<file path="src/rtl/mips_pkg.sv">
// Shared MIPS encoding constants: request kinds, opcodes, error codes, FIFO payload.
package mips_pkg;

    localparam int unsigned XLEN = 32;

    typedef enum logic [2:0] {
        K_RTYPE = 3'd0,
        K_LW    = 3'd1,
        K_SW    = 3'd2,
        K_BEQ   = 3'd3,
        K_BNE   = 3'd4,
        K_ADDI  = 3'd5,
        K_ORI   = 3'd6,
        K_J     = 3'd7
    } kind_e;

    typedef enum logic [1:0] {
        ERR_NONE     = 2'd0,
        ERR_MISALIGN = 2'd1,
        ERR_RANGE    = 2'd2,
        ERR_REGION   = 2'd3
    } err_e;

    localparam logic [5:0] OP_RTYPE = 6'b000000;
    localparam logic [5:0] OP_LW    = 6'b100011;
    localparam logic [5:0] OP_SW    = 6'b101011;
    localparam logic [5:0] OP_BEQ   = 6'b000100;
    localparam logic [5:0] OP_BNE   = 6'b000101;
    localparam logic [5:0] OP_ADDI  = 6'b001000;
    localparam logic [5:0] OP_ORI   = 6'b001101;
    localparam logic [5:0] OP_J     = 6'b000010;

    // One buffered word: its address and the encoded instruction.
    typedef struct packed {
        logic [XLEN-1:0] addr;
        logic [XLEN-1:0] instr;
    } fifo_entry_t;

    // Opcode for a request kind.
    function automatic logic [5:0] opcode_of(input kind_e k);
        logic [5:0] op;
        case (k)
            K_RTYPE: op = OP_RTYPE;
            K_LW:    op = OP_LW;
            K_SW:    op = OP_SW;
            K_BEQ:   op = OP_BEQ;
            K_BNE:   op = OP_BNE;
            K_ADDI:  op = OP_ADDI;
            K_ORI:   op = OP_ORI;
            default: op = OP_J;
        endcase
        return op;
    endfunction

endpackage

</file>
<file path="src/rtl/enc_fifo2.sv">
// Two-entry output buffer with registered head and synchronous flush.
// Ports: clk, reset (async high), flush_i, push_i/din_i, pop_i,
//        valid_o (head present), full_o (two entries held), dout_o (head entry).
module enc_fifo2
    import mips_pkg::*;
(
    input  logic        clk,
    input  logic        reset,
    input  logic        flush_i,
    input  logic        push_i,
    input  fifo_entry_t din_i,
    input  logic        pop_i,
    output logic        valid_o,
    output logic        full_o,
    output fifo_entry_t dout_o
);

    logic [1:0]  cnt_q, cnt_d;
    fifo_entry_t head_q, head_d;
    fifo_entry_t tail_q, tail_d;
    logic        pop;

    // Next-state: flush wins; push+pop with one entry replaces the head.
    always_comb begin
        cnt_d  = cnt_q;
        head_d = head_q;
        tail_d = tail_q;
        pop    = pop_i & (cnt_q != 2'd0);
        if (flush_i) begin
            cnt_d = 2'd0;
        end else begin
            case ({push_i, pop})
                2'b10: begin
                    if (cnt_q == 2'd0) begin
                        head_d = din_i;
                        cnt_d  = 2'd1;
                    end else if (cnt_q == 2'd1) begin
                        tail_d = din_i;
                        cnt_d  = 2'd2;
                    end
                end
                2'b01: begin
                    head_d = tail_q;
                    cnt_d  = cnt_q - 2'd1;
                end
                2'b11: begin
                    if (cnt_q == 2'd1) begin
                        head_d = din_i;
                    end else begin
                        head_d = tail_q;
                        tail_d = din_i;
                    end
                end
                default: ;
            endcase
        end
    end

    always_ff @(posedge clk or posedge reset) begin
        if (reset) begin
            cnt_q  <= 2'd0;
            head_q <= '0;
            tail_q <= '0;
        end else begin
            cnt_q  <= cnt_d;
            head_q <= head_d;
            tail_q <= tail_d;
        end
    end

    assign valid_o = (cnt_q != 2'd0);
    assign full_o  = (cnt_q == 2'd2);
    assign dout_o  = head_q;

endmodule

</file>
<file path="src/rtl/instr_encoder.sv">
// MIPS instruction encoder: turns request fields into 32-bit words tagged with
// a running address, checks branch/jump targets, and buffers words in enc_fifo2.
// Ports: clk, reset; request side in_valid/in_ready/in_kind/in_rs/in_rt/in_rd/
// in_shamt/in_funct/in_imm/in_target; base_load/base_addr reload the counter;
// output side out_valid/out_ready/out_instr/out_addr; err_valid/err_code pulse.
module instr_encoder
    import mips_pkg::*;
#(
    parameter logic [31:0] BASE_ADDR = 32'h0000_0000
) (
    input  logic        clk,
    input  logic        reset,
    input  logic        in_valid,
    output logic        in_ready,
    input  logic [2:0]  in_kind,
    input  logic [4:0]  in_rs,
    input  logic [4:0]  in_rt,
    input  logic [4:0]  in_rd,
    input  logic [4:0]  in_shamt,
    input  logic [5:0]  in_funct,
    input  logic [15:0] in_imm,
    input  logic [31:0] in_target,
    input  logic        base_load,
    input  logic [31:0] base_addr,
    output logic        out_valid,
    input  logic        out_ready,
    output logic [31:0] out_instr,
    output logic [31:0] out_addr,
    output logic        err_valid,
    output logic [1:0]  err_code
);

    logic [31:0] pc_q, pc_d;
    logic        live_q;
    logic        err_valid_q, err_valid_d;
    err_e        err_code_q, err_code_d;

    logic [31:0] pc4, diff, offs;
    kind_e       kind;
    err_e        err_c;
    logic [31:0] instr_c;
    logic        accept, push, full;
    fifo_entry_t entry;

    // Encode the request and classify its target against the current pc.
    always_comb begin
        pc4     = pc_q + 32'd4;
        diff    = in_target - pc4;
        offs    = 32'($signed(diff) >>> 2);
        kind    = kind_e'(in_kind);
        err_c   = ERR_NONE;
        instr_c = '0;
        case (kind)
            K_RTYPE: instr_c = {OP_RTYPE, in_rs, in_rt, in_rd, in_shamt, in_funct};
            K_BEQ, K_BNE: begin
                instr_c = {opcode_of(kind), in_rs, in_rt, offs[15:0]};
                // Word offset fits 16 bits signed iff its top 17 bits agree.
                if (in_target[1:0] != 2'b00)
                    err_c = ERR_MISALIGN;
                else if (!((offs[31:15] == '0) || (offs[31:15] == '1)))
                    err_c = ERR_RANGE;
            end
            K_J: begin
                instr_c = {OP_J, in_target[27:2]};
                if (in_target[1:0] != 2'b00)
                    err_c = ERR_MISALIGN;
                else if (in_target[31:28] != pc4[31:28])
                    err_c = ERR_REGION;
            end
            default: instr_c = {opcode_of(kind), in_rs, in_rt, in_imm};
        endcase
    end

    // Handshake, counter and error-pulse next state; base_load overrides all.
    always_comb begin
        accept      = in_valid & in_ready;
        push        = accept & (err_c == ERR_NONE);
        pc_d        = pc_q;
        err_valid_d = accept & (err_c != ERR_NONE);
        err_code_d  = err_valid_d ? err_c : ERR_NONE;
        if (base_load)
            pc_d = base_addr;
        else if (push)
            pc_d = pc4;
        entry.addr  = pc_q;
        entry.instr = instr_c;
    end

    always_ff @(posedge clk or posedge reset) begin
        if (reset) begin
            pc_q        <= BASE_ADDR;
            live_q      <= 1'b0;
            err_valid_q <= 1'b0;
            err_code_q  <= ERR_NONE;
        end else begin
            pc_q        <= pc_d;
            live_q      <= 1'b1;
            err_valid_q <= err_valid_d;
            err_code_q  <= err_code_d;
        end
    end

    // No pass-through: readiness depends only on stored occupancy.
    assign in_ready = live_q & ~full & ~base_load;

    fifo_entry_t head;

    enc_fifo2 u_fifo (
        .clk     (clk),
        .reset   (reset),
        .flush_i (base_load),
        .push_i  (push),
        .din_i   (entry),
        .pop_i   (out_ready),
        .valid_o (out_valid),
        .full_o  (full),
        .dout_o  (head)
    );

    assign out_instr = head.instr;
    assign out_addr  = head.addr;
    assign err_valid = err_valid_q;
    assign err_code  = err_code_q;

endmodule

</file>
<file path="config.mk">
export PLATFORM = sky130hd
export DESIGN_NAME = instr_encoder
export DESIGN_NICKNAME = d
export VERILOG_FILES = /design/src/rtl/mips_pkg.sv /design/src/rtl/enc_fifo2.sv /design/src/rtl/instr_encoder.sv
export SDC_FILE = /design/constraint.sdc
export NUM_CORES = 1
export LEC_CHECK = 0
export ABC_AREA = 0
export BUFFER_PORTS_ARGS = -buffer_cell sky130_fd_sc_hd__buf_2
export CORE_UTILIZATION = 35
export CTS_CLUSTER_DIAMETER = 100
export DETAILED_ROUTE_END_ITERATION = 6
export GPL_TIMING_DRIVEN = 0
export HOLD_SLACK_MARGIN = 0.03
export PLACE_DENSITY = 0.6
export SYNTH_ARGS = -nofsm -noshare
export SYNTH_HDL_FRONTEND = slang
export SYNTH_SLANG_ARGS = --single-unit
</file>
<file path="constraint.sdc">
create_clock -name clk -period 14.05 [get_ports clk]
set_input_delay 2.81 -clock clk [delete_from_list [all_inputs] [get_ports clk]]
set_output_delay 2.81 -clock clk [all_outputs]
set_load 0.02 [all_outputs]
</file>
==> results.py <==
metrics = {
    "sta": {
        "final.setup_skew_ns": 0.0122,
        "finalCriticalPeriod_ns": 7.70,
        "finalHoldViolations": 0,
        "tightest_slew_ns": 0.863,
        "fin_setup_tns_ns": 0,
        "setup_ws_ns": 6.35,
        "timing.final.max_slew_violations": 0,
        "maxClockFrequency_mhz": 130,
        "rsz0062_at_grt": "false",
        "remaining_max_slew_budget_at_the_tightest_pin_pct": 42.5,
        "setup-violations-final": 0,
        "period_share_pct": 54.8,
    },
    "routing": {
        "drt_first_iter_violations": 678,
        "viasPerCell": 5.42,
        "antenna_left": 0,
        "firstDrtPassIters": 5,
        "finalWirelength_mm": 35.5,
        "drt_drc_violations_left": 0,
        "route.detailed.wl_per_inst_um": 19.8,
        "vias": 9692,
    },
    "floorplan": {
        "placementRows": 66,
        "ios": 183,
        "start_util_pct": 35.7,
        "die-width_um": 184,
        "fp.coreArea_um2": 32600,
        "die_h_um": 184,
        "fp.dieArea_um2": 34000,
    },
    "power": {
        "power-per-cell-area_nw_per_um2": 143,
        "leakage_uw": 0.00631,
        "max-vdd-ir-drop_mv": 0.0851,
    },
    "status": {
        "run_status": "completed",
    },
    "clocking": {
        "cts.path.max_buffers": 2,
        "cts_tree": "done",
        "clk_root_buffer_cell": "clkbuf_16",
        "post-cts-setup-buffers": 0,
        "clock_insertion_delay_worst_skew_ns": 0.45,
        "cts.reportedPaths.clkPinSlew_ns": 0.08,
        "cts.sinks": 166,
        "cts_hold_buf": 0,
        "ctsResizeCount": 0,
        "numCtsBuffers": 17,
        "cts-htree-levels": 4,
    },
    "global_route": {
        "maximum_number_of_pins_on_one_net_before_global_route_repair": 109,
        "grt_antenna_before_repair": 1,
        "grt_util_all_layers_pct": 21.4,
        "grt_remaining_overflow": 0,
        "grt_pass1_wl_mm": 54.9,
        "number_of_global_route_vias_before_repair": 9586,
    },
    "critical_path": {
        "path_class": "in -> reg",
        "critPathRequiredTime_ns": 14.39,
        "timing.critical_path.arrival_ns": 8.04,
        "slowest_stage": "o21ai_2",
        "cell_by_cell_listing_of_the_critical_path": "buf_2 > ha_1 > a2111oi_1 > o41ai_1 > maj3_1 > nor4b_2 > o311ai_1 > and3_1 > xnor2_1 > nor4_1 > and4b_1 > a32o_2 > o21ai_2 > buf_2 > mux2_2 > mux2_2",
        "start_kind": "input port",
        "cp-end-kind": "flip-flop",
        "crit_path_max_incr_delay_ns": 0.64,
        "crit_fanout": 10,
    },
    "hold_path": {
        "timing.hold.worst.class": "reg -> reg",
    },
    "cells_and_area": {
        "layout.nets": 1472,
        "multi_input_area_um2": 6960,
        "layout.area.seq_um2": 4150,
        "drive_gt1_share_pct": 35.0,
        "nFillCells": 3211,
        "mostFrequentLayoutCell": "buf_2",
        "num_antenna_cells": 0,
        "area_growth_pct": 17.5,
        "layout_common_cells": "buf_2, dfrtp_1, mux2_2, nand2_1, nor2_1",
    },
    "synth": {
        "avgSynthCellArea_um2": 10.2,
        "synthesis.nets": 1276,
        "synth_seq_cells": 166,
        "synth.cell_area_um2": 11600,
        "ys.flop_type": "dfrtp_1",
        "synth-warning-count": 0,
        "synth_cell_type_count": 93,
        "synth-seq-area-share_pct": 35.7,
        "async_reset_ff_share_pct": 100,
        "number_of_flops_mapped_to_enable_cells_by_yosys": 0,
        "synth_cells": 1138,
    },
    "flow_run": {
        "cap_violations": 0,
    },
    "placement": {
        "io_buffers": 176,
        "hpwlAfterDp_mm": 27.6,
        "post-place-ws_ns": 5.94,
        "place_congestion": 0.932,
    },
}
cell type report:
type                       count  share of cell area, %
multi-input combinational    858                   50.9
sequential                   166                   30.4
timing repair buffer         177                   6.64
tap                          442                   4.04
clock buffer                  18                   3.21
buffer                        75                   2.74
inverter                      39                   1.13
clock inverter                14                  0.979
power by group:
| part | total, uW | leakage [uW] | switching [uW] | internal, uW |
|---|---|---|---|---|
| Sequential | 713 | 0.00210 | 81.1 | 632 |
| Clock | 472 | 0.000286 | 231 | 240 |
| Combinational | 767 | 0.00392 | 414 | 353 |
cell usage after synthesis, drive strengths merged (3+ instances only):
| library cell | number | area, um^2 |
|---|---|---|
| nor2 | 60 | 225 |
| nand3 | 35 | 185 |
| a21oi | 51 | 259 |
| a211oi | 13 | 103 |
| nor3b | 5 | 37.5 |
| inv | 39 | 146 |
| nor3 | 10 | 66.3 |
| o21bai | 9 | 67.6 |
| mux2 | 200 | 2470 |
| nand2 | 103 | 387 |
| and3 | 11 | 68.8 |
| a21o | 10 | 75.1 |
| o21a | 5 | 37.5 |
| and4 | 4 | 35.0 |
| and2 | 14 | 87.6 |
| or4 | 4 | 33.8 |
| xnor3 | 8 | 180 |
| xor2 | 13 | 114 |
| o211a | 3 | 30.0 |
| nand2b | 4 | 25.0 |
| a31oi | 12 | 81.3 |
| nor2b | 10 | 62.6 |
| xnor2 | 43 | 384 |
| nand4 | 18 | 144 |
| ha | 24 | 300 |
| o311ai | 16 | 140 |
| a21boi | 3 | 22.5 |
| dfrtp | 166 | 4150 |
| buf | 34 | 220 |
| o31ai | 3 | 27.5 |
| o41ai | 3 | 33.8 |
| or2 | 4 | 25.0 |
| mux2i | 16 | 160 |
| nor4 | 8 | 71.3 |
| o21ai | 44 | 235 |
| o221ai | 11 | 96.3 |
| or3 | 10 | 67.6 |
| clkbuf | 41 | 155 |
| maj3 | 6 | 63.8 |
| o211ai | 28 | 210 |
cells by family after synthesis:
group | count (synthesis) | synth area share, %
simple gates | 307 | 13.7
mux | 216 | 22.6
buf+inv | 114 | 4.48
xor+xnor | 64 | 5.83
fa+ha+maj | 30 | 3.13
compound gates | 240 | 14.6
other cells | 1 | 0.0322
flops | 166 | 35.7
per-layer routing:
layer / track usage [%] / vias up / wire (um)
met5: 0 / - / 11
met4: 4.57 / 2 / 472
met3: 3.56 / 38 / 1970
met2: 35.5 / 302 / 17100
met1: 29.0 / 4768 / 15900
li1: - / 4582 / -
path summary, 6_finish.rpt:
kind	from	endpoint	slack [ns]	cells after the start
max in group asynchronous	reset	pc_q[24]$_DFFE_PP0P_	10.78	3
setup reg to reg	pc_q[2]$_DFFE_PP0P_	u_fifo.dout_o[49]$_DFFE_PP0P_	6.85	22
hold / removal	u_fifo.dout_o[56]$_DFFE_PP0P_	u_fifo.dout_o[56]$_DFFE_PP0P_	0.50	1
min in group asynchronous	reset	u_fifo.dout_o[2]$_DFFE_PP0P_	2.37	2
hold reg to reg	u_fifo.dout_o[56]$_DFFE_PP0P_	u_fifo.dout_o[56]$_DFFE_PP0P_	0.50	1
setup / recovery	in_target[1]	u_fifo.dout_o[49]$_DFFE_PP0P_	6.35	16
flip-flops by register name, indices dropped and copies added, names as in the netlist:
name and count:
err_code 2, err_valid 1, live_q 1, pc_q 32, u_fifo.cnt_q 2, u_fifo.dout_o 64, u_fifo.tail_q 64
per-stage QoR:
| step | util, % | std cells | area, um^2 | hold WS, ns | power, uW |
|---|---|---|---|---|---|
| finish | 41.9 | 1789 | 13700 | 0.500 | 1950 |
| global route | 41.9 | 1789 | 13700 | 0.516 | 2070 |
| CTS | 41.9 | 1789 | 13700 | 0.506 | 1970 |
| detailed placement | 40.2 | 1757 | 13100 | 0.483 | 1490 |
| global placement | 40.1 | 1756 | 13100 | 0.470 | 1480 |
| floorplan | - | 1138 | 11600 | 0.454 | 1260 |
critical path, delay by kind of cell:
family,cells,cell delay [ns]
mux,2,0.66
fa+ha+maj,2,0.76
xor+xnor,1,0.18
compound gates,5,2.30
simple gates,4,0.77
buf+inv,2,0.55
No activity file was read; power rests on OpenSTA's default activity.
